===== src/rtl/uart_tx_pkg.sv =====
// Shared definitions for the UART transmit path: controller states and the
// output-mux select encoding used by the controller, serializer and output mux.
package uart_tx_pkg;

  typedef enum logic [2:0] {
    IDLE,
    START,
    DATA,
    PARITY,
    STOP
  } state_t;

  localparam logic [1:0] MUX_START = 2'b00;
  localparam logic [1:0] MUX_STOP  = 2'b01;
  localparam logic [1:0] MUX_DATA  = 2'b10;
  localparam logic [1:0] MUX_PAR   = 2'b11;

endpackage


===== src/rtl/uart_tx_ctrl.sv =====
// UART transmit controller: sequences start, data, optional parity and stop
// phases, and steers the serializer, parity-calc load and output mux.
module uart_tx_ctrl
  import uart_tx_pkg::*;
#(
  parameter int data_width = 8
) (
  input  logic       clk,
  input  logic       rst,
  input  logic       data_valid,
  input  logic       par_en,
  input  logic       ser_done,
  output logic       data_load,
  output logic       ser_en,
  output logic [1:0] mux_sel,
  output logic       busy,
  output logic       frame_err
);

  localparam int CNT_W = $clog2(data_width) + 1;
  localparam logic [CNT_W-1:0] LAST_BIT = CNT_W'(data_width - 1);

  state_t           state;
  logic             par_en_q;
  logic [CNT_W-1:0] bit_cnt;
  logic             accept;
  logic             last_bit;
  logic             timeout;

  // Reset forces IDLE, so the accept strobe is masked while rst is high to
  // keep data_load quiet during reset.
  assign accept    = data_valid && !rst && (state == IDLE || state == STOP);
  assign data_load = accept;
  assign last_bit  = (bit_cnt == LAST_BIT);
  assign timeout   = last_bit && !ser_done;

  // NOTE: every register here is assigned with <= so all state and the
  // registered outputs update together from the same pre-edge values.
  always_ff @(posedge clk or posedge rst) begin
    if (rst) begin
      state     <= IDLE;
      mux_sel   <= MUX_STOP;
      ser_en    <= 1'b0;
      busy      <= 1'b0;
      frame_err <= 1'b0;
      par_en_q  <= 1'b0;
      bit_cnt   <= '0;
    end else begin
      frame_err <= 1'b0;
      case (state)
        IDLE, STOP: begin
          if (accept) begin
            state    <= START;
            mux_sel  <= MUX_START;
            busy     <= 1'b1;
            par_en_q <= par_en;
          end else begin
            state    <= IDLE;
            mux_sel  <= MUX_STOP;
            busy     <= 1'b0;
          end
        end
        START: begin
          state   <= DATA;
          mux_sel <= MUX_DATA;
          ser_en  <= 1'b1;
          bit_cnt <= '0;
        end
        DATA: begin
          bit_cnt <= bit_cnt + CNT_W'(1);
          // A missing ser_done on the last bit slot ends the phase anyway.
          if (ser_done || last_bit) begin
            ser_en    <= 1'b0;
            frame_err <= timeout;
            if (par_en_q) begin
              state   <= PARITY;
              mux_sel <= MUX_PAR;
            end else begin
              state   <= STOP;
              mux_sel <= MUX_STOP;
            end
          end
        end
        PARITY: begin
          state   <= STOP;
          mux_sel <= MUX_STOP;
        end
        default: begin
          state   <= IDLE;
          mux_sel <= MUX_STOP;
          ser_en  <= 1'b0;
          busy    <= 1'b0;
        end
      endcase
    end
  end

endmodule

===== config.mk =====
export PLATFORM = sky130hd
export DESIGN_NAME = uart_tx_ctrl
export DESIGN_NICKNAME = d
export VERILOG_FILES = /design/src/rtl/uart_tx_pkg.sv /design/src/rtl/uart_tx_ctrl.sv
export SDC_FILE = /design/constraint.sdc
export NUM_CORES = 1
export LEC_CHECK = 0
export CAP_MARGIN = 20
export CORE_ASPECT_RATIO = 1.1
export CORE_MARGIN = 1
export CORE_UTILIZATION = 25
export DETAILED_ROUTE_END_ITERATION = 12
export HOLD_SLACK_MARGIN = 0.08
export SLEW_MARGIN = 20
export SYNTH_ARGS = -nofsm -noshare
export SYNTH_HDL_FRONTEND = slang
export SYNTH_SLANG_ARGS = --single-unit

===== constraint.sdc =====
create_clock -name clk -period 3.9 [get_ports clk]
set_input_delay 1.17 -clock clk [delete_from_list [all_inputs] [get_ports clk]]
set_output_delay 1.17 -clock clk [all_outputs]
set_load 0.01 [all_outputs]

==> results summary, run 1 <==
The run finished with clean final reports. Setup violations remaining at the end of the flow were counted as 0. The clock transition time at the flip-flop clock pins of the worst setup and hold paths came out at 0.08 ns. The top-level I/O count came out at 11.

The min-delay analysis places its worst path in the category reg2reg. The library cell used most frequently in the layout, excluding fill and tap cells, is dfrtp_1. The routed via count is 564. Along the worst path, the maximum fanout reaches 3. The number of remaining DRC errors is 0.

The post-route clock period utilization is 94.71%. The port buffer count is 10. The number of max-slew violations in the final report came out at 0.

For this run, the post-layout net count is 85. The placement row count is 19. The count of yosys warnings during synthesis came out at 0. The switching power as a share of total power is 36.61%.

The gate count after technology mapping is 68. In this run the standard cell core region covers 0.002591 mm^2. The arrival time at the worst endpoint came out at 2.52 ns.

For the pin with the worst max-slew slack, the measured transition is 0.5890 ns. The number of buffers on the longest clock path is 2. The analysis attributes to cell leakage a power of 0.0003410 uW. After clock tree synthesis, the flow added hold-fix buffers numbering 0. The count of non-filler cells in the finished layout is 109.

The area of the die is 0.003044 mm^2. The highest ir drop seen on vdd came out at 306.5 uV. At the end of routability-driven placement, the weighted congestion stood at 0.7950. The via count of the first global-routing pass is 562. Final hold analysis gives a worst-case slack of 0.5288 ns. By startpoint and endpoint, the worst setup path is classified as in2out. The average via count per standard cell came out at 5.174.

The power share of the clock group came out at 16.4%. The logic gate share of total power is 35.8%. At the worst endpoint, the required time is 2.73 ns. Measured along the x axis, the die boundary spans 52.70 um. The setup TNS came out at 0 ns. The most frequently used flop master after synthesis is dfrtp_1. Relative to the synthesized area, the layout overhead comes to 19.65%. TritonCTS built the clock tree. The top cell types in the final layout, fill and taps aside, are dfrtp_1, clkdlybuf4s50_1, inv_1, a21oi_1, o21ai_0. Once the clock tree was built, the resizer swapped 0 gates to a different size. Setup repair after global routing left no endpoint under its margin. The register share of total power came out at 47.7%. The first-iteration detailed-routing DRC count is 7.

The number of levels the H-tree was split into came out at 1. The number of buffers created by CTS is 3. The chip height came out at 57.77 um. The first-pass iteration count of the detailed router is 4. The worst setup path is launched from an input pin.

The minimum clock period is 3.694 ns. The biggest area contributor in the post-synthesis netlist is dfrtp_1. The net count after synthesis came out at 74. The minimum setup slack after placement is 0.2108 ns. Global routing used 11.96% of the available tracks across all layers.

The worst-skew pair later-pin latency is 0.28 ns. The first-pass GRT wire length came out at 2622 um. In this run the clock root is driven by a clkbuf_4. Once detail routing completed, the nets flagged for antenna violations numbered 0.

The clock drives 13 sinks. The count of cell types in the netlist is 33. The worst setup path is captured at a primary output. The overall power of the completed layout is 513.6 uW. The internal power contribution is 325.6 uW. The number of placed instances with taps included is 105.

The proportion of synthesized flip-flops having asynchronous set or reset is 100.0%. The register bit count reported by yosys came out at 13. By area the synthesized netlist is led by dfrtp_1, a21oi_1, dfstp_2. The initial antenna violation count came out at 0.

The power per unit of standard cell area is 607.3 mW/mm^2. The final critical-path setup slack is 0.2063 ns. The starting density of the core is 27.28%. The maximum number of pins on one net before global-route repair is 20. Dividing the detail-routed wire length by the instance count gives 13.08 um. The worst slew margin relative to its limit came out at 60.73%. The number of enable flip-flop cells after synthesis came out at 0. Once the clock tree was built, the setup fixing pass inserted 0 buffers. The hold violation count in the final report came out at 0. In this run the biggest area consumer among cell types represents 42.48% of the synthesized area. For this design the total switching power over the nets is 188.0 uW.

The share of post-route cells with drive strength above 1 came out at 12.82%. The routed design has 1426 um of wire. The tool flagged a number of max-cap violations equal to 0. 0 antenna diodes ended up in the layout. The netlist area before placement is 706.9 um^2.

The proportion of synthesized chip area in sequential cells is 46.19%. The wire-length estimate of the detail-placed layout is 991.2 um. For this run the aggregate overflow at the end of global routing stands at 0. In this run the mean area of a mapped cell was 10.40 um^2. The maximum clock frequency came out at 0.2707 GHz. On the final layout, the worst clock skew is 0.001603 ns.
[critical path, cell delays in order]
cell and delay [ns]:
clkdlybuf4s50_1 0.41, nand2b_1 0.17, nor3_2 0.19, clkdlybuf4s50_1 0.59
[sequential cells by signal (all words and copies together) (netlist names)]
signal     cells
ser_en         1
state          3
par_en_q       1
mux_sel        2
bit_cnt        4
frame_err      1
busy           1
[metrics by stage]
| stage | util (%) | instance area [um^2] |
|---|---|---|
| global route | 32.64 | 845.8 |
| finish | 32.64 | 845.8 |
| floorplan | - | 706.9 |
| detailed placement | 31.63 | 819.5 |
| global placement | 31.63 | 819.5 |
| CTS | 32.64 | 845.8 |
[final cells by class]
| cell class | instances | area, um^2 |
|---|---|---|
| Tap cell | 31 | 38.79 |
| Multi-Input combinational cell | 45 | 331.6 |
| Sequential cell | 13 | 326.6 |
| Timing Repair Buffer | 10 | 100.1 |
| Clock buffer | 4 | 26.28 |
| Inverter | 6 | 22.52 |
| Fill cell | 265 | 1745 |
[cell families (layout without fill, tap and decap cells)]
logic type / after synthesis / in the layout / synth area share (%)
adders and majority gates: 1 / 1 / 1.770
and+or+nand+nor: 19 / 19 / 19.47
muxes: 3 / 3 / 4.602
DFF: 13 / 13 / 46.20
AOI/OAI and AO/OA: 22 / 22 / 21.06
buffers and inverters: 10 / 20 / 6.902
[per-layer routing]
layer	part of all wire, %	GRT usage (%)	vias up
li1	-	-	273
met1	47	15.38	266
met2	44	17.18	20
met3	4.7	2.625	5
met4	4.1	9.023	0
met5	0	0	-
[cells in the mapped netlist, types with 2 or more instances]
master	instances
a21oi_1	6
buf_2	3
dfrtp_1	12
inv_1	6
mux2_2	2
nand2b_1	2
nand3_1	3
nor3_1	3
o21ai_0	5
o2bb2ai_1	3
[power groups by stage]
stage / combinational (uW) / clock (uW) / sequential [uW]
2_1_floorplan: 149 / 0 / 220
3_3_place_gp: 182 / 0 / 247
3_5_place_dp: 185 / 0 / 248
4_1_cts: 186 / 90.0 / 245
5_1_grt: 209 / 95.8 / 256
6_report: 184 / 84.5 / 245
[path summary, 6_finish.rpt]
kind,to,startpoint,slack (ns),depth (start not counted)
setup reg to reg,par_en_q,state[0],2.51,2
min in group asynchronous,par_en_q,rst,1.24,2
hold / removal,busy,busy,0.53,2
hold reg to reg,busy,busy,0.53,2
max in group asynchronous,mux_sel[0],rst,2.30,2
setup / recovery,data_load,rst,0.21,4
No activity file was read; power rests on OpenSTA's default activity.
==> inputs of run 2 (changes only) <==
--- a/config.mk
+++ b/config.mk
@@ -10,6 +10,7 @@
 export CORE_MARGIN = 1
 export CORE_UTILIZATION = 25
 export DETAILED_ROUTE_END_ITERATION = 12
+export GPL_ROUTABILITY_DRIVEN = 0
 export HOLD_SLACK_MARGIN = 0.08
 export SLEW_MARGIN = 20
 export SYNTH_ARGS = -nofsm -noshare
==> results of run 2 <==
Final layout, timing and power as in run 1 (identical DEF).
==> inputs of run 3 (changes only) <==
--- a/config.mk
+++ b/config.mk
@@ -6,12 +6,16 @@
 export NUM_CORES = 1
 export LEC_CHECK = 0
 export CAP_MARGIN = 20
+export CELL_PAD_IN_SITES_DETAIL_PLACEMENT = 1
+export CELL_PAD_IN_SITES_GLOBAL_PLACEMENT = 1
 export CORE_ASPECT_RATIO = 1.1
 export CORE_MARGIN = 1
 export CORE_UTILIZATION = 25
+export CTS_CLUSTER_DIAMETER = 60
 export DETAILED_ROUTE_END_ITERATION = 12
 export GPL_ROUTABILITY_DRIVEN = 0
 export HOLD_SLACK_MARGIN = 0.08
+export PLACE_DENSITY_LB_ADDON = 0.1
 export SLEW_MARGIN = 20
 export SYNTH_ARGS = -nofsm -noshare
 export SYNTH_HDL_FRONTEND = slang
==> run 3 against run 2 <==
- hold slack better by 0.0038 ns
- worst setup slack better by 0.0036 ns
- clock skew rose by 0.0023 ns
- core utilization unchanged
- first-iteration DRC count decreased by 14%
- register-to-register slack about the same
- non-clock buffer count stayed put
- via count fell by 0.18%
- cell count unchanged
- die area is the same
- sequential share of layout area unchanged
- sequential power about the same
==> results summary, run 3 (synthesized netlist as in run 1, its figures left out) <==
Summed over all nets, wire length on met2 after detailed routing comes to 813 um. Clock tree synthesis found a total of 13 sinks. The first-iteration detailed-routing DRC count is 6. The net switching power figure came out at 191.8 uW. The detailed placer's ending HPWL came out at 1156 um. The count of maximum capacitance violations is 0. bit_cnt holds more flip-flops than any other register. The end-of-flow core utilization came out at 32.64%.

The area taken by flip-flops and latches is 326.6 um^2. The cell sitting at the root of the clock tree is a clkbuf_4. The flow ran to the end, and the final reports show no timing, DRC or antenna violations.

The number of levels the H-tree was split into is 1. The power share of the clock group came out at 15.9%. The initial utilization of the core area, before any placement, comes to 27.28%. The logic gate share of total power came out at 36.2%.

The register share of total power came out at 47.9%. The routed length on met3 came out at 43 um. The post-cts repair resize count is 0. The setup TNS is 0 ns. The area taken by multi-input logic gates is 331.6 um^2. The average wire per standard cell came out at 15.21 um. The post-route clock period utilization came out at 94.62%. The share of post-route cells with drive strength above 1 is 12.82%.

The setup-violating endpoint count in the final report came out at 0. Measured along the y axis, the die boundary spans 57.77 um. The leakage power summed over all cells came out at 0.0003410 uW.

The number of nets in the layout came out at 85. The highest layer used for signal routing is met4. The number of setup buffers added after CTS came out at 0.

The internal power contribution came out at 325.5 uW. The core region is 0.002591 mm^2. After clock tree synthesis, the clock-pin slew on the worst setup and hold paths is 0.08 ns.

Setup repair after global routing left no endpoint under its margin. In this run the tool buffered the top-level ports with 10 buffer cells. STA classifies the critical path startpoint as an input pin. The number of stages on the worst hold path came out at 2. Leaving out fill and tap cells, the most frequent cell in the layout is dfrtp_1. The worst hold path belongs to the class reg2reg. The worst-skew pair later-pin latency came out at 0.27 ns. The first global-routing pass estimated 3042 um of wire. Global routing finished with a remaining overflow of 0.

The required arrival time at the worst endpoint is 2.73 ns. The layout overhead on the synthesized area came out at 19.65%. The largest registers in the layout are bit_cnt (4), state (3), mux_sel (2). The slew at the pin closest to its max-slew limit came out at 0.6148 ns. Dividing total power by cell area gives a power density of 611.6 mW/mm^2. The number of hold buffers added after CTS was 0. The top-level I/O count is 11. The critical path is of the in2out type. The switching power as a share of total power is 37.08%. The number of antenna diodes came out at 0. The placement row count is 19. The initial antenna violation count is 0. The clock passes through at most 2 buffers.

The register with the most flip-flops in the layout has 4 of them. The clock arrives with 0.003913 ns of skew. The number of buffers created by CTS is 3. VDD sags by at most 307.2 uV. The overall track demand over capacity in global routing came out at 13.93%. Power comes to 517.3 uW. The layout has 307 filler cells. The maximum clock frequency is 0.2710 GHz. The first-pass iteration count of the detailed router came out at 4.

The wire length after detailed routing came out at 1658 um. The count of non-filler cells in the finished layout came out at 109. STA puts the critical path data arrival time at 2.52 ns. The worst setup path is captured at a primary output. The routed via count is 563. After detailed routing, the number of remaining DRC violations is 0.

The worst slew margin relative to its limit is 59.01%. The floorplan step defined a die boundary enclosing 0.003044 mm^2. Entering global routing, the biggest net connects 20 pins. The routed metal-1 wire length came out at 782 um. The die is 52.70 um wide. The number of placed instances with taps included is 105. Along the worst path, the maximum fanout reaches 3. The via count of the first global-routing pass was 643. The library cells used most frequently in the layout, excluding fill and tap cells, are dfrtp_1, clkdlybuf4s50_1, inv_1, a21oi_1, o21ai_0. Across all hold checks on the routed design, the worst slack comes to 0.5326 ns. After detailed routing, the number of vias per cell comes to 5.165. The number of max-slew violations in the final report is 0. After layout, the minimum clock period comes to 3.690 ns. Measured in cells, the most critical reg-to-reg path has a length of 2. TritonCTS built the clock tree. The count of antenna-violating nets left after detailed routing is 0.

The hold violation count in the final report was 0.
-- run 3: worst paths after layout --
kind / to / slack [ns] / startpoint
max: data_load / 0.21 / rst
min: busy / 0.53 / busy
max reg2reg: par_en_q / 2.50 / state[0]
min reg2reg: busy / 0.53 / busy
max in group asynchronous: mux_sel[0] / 2.27 / rst
min in group asynchronous: par_en_q / 1.26 / rst
-- run 3: power by group through the flow --
stage          logic [uW]  registers (uW)  clock network (uW)
6_report              187             248                82.4
5_1_grt               214             259                95.8
4_1_cts               191             250                88.0
3_5_place_dp          191             252                   0
3_3_place_gp          189             252                   0
2_1_floorplan         149             220                   0
-- run 3: metal layers --
metal | vias up | track usage [%]
met2 | 7 | 20.61
met5 | - | 0
met3 | 2 | 3.937
li1 | 274 | -
met4 | 0 | 6.767
met1 | 280 | 18.43
-- run 3: cell type report --
type | count | area share, %
multi-input cells | 45 | 39.20
flip-flops and latches | 13 | 38.61
repair buffers | 10 | 11.83
well taps | 31 | 4.586
clock buffers | 4 | 3.107
inverters | 6 | 2.663
-- run 3: critical path, cell delays in order --
cell and delay (ns):
clkdlybuf4s50_1 0.41, nand2b_1 0.17, nor3_2 0.18, clkdlybuf4s50_1 0.58
-- run 3: through the flow --
stage          worst slack, ns  instance area (um^2)
2_1_floorplan            1.185                 706.9
3_3_place_gp            0.2271                 819.5
3_5_place_dp            0.2025                 819.5
4_1_cts                 0.1913                 845.8
5_1_grt                 0.1260                 845.8
6_report                0.2098                 845.8
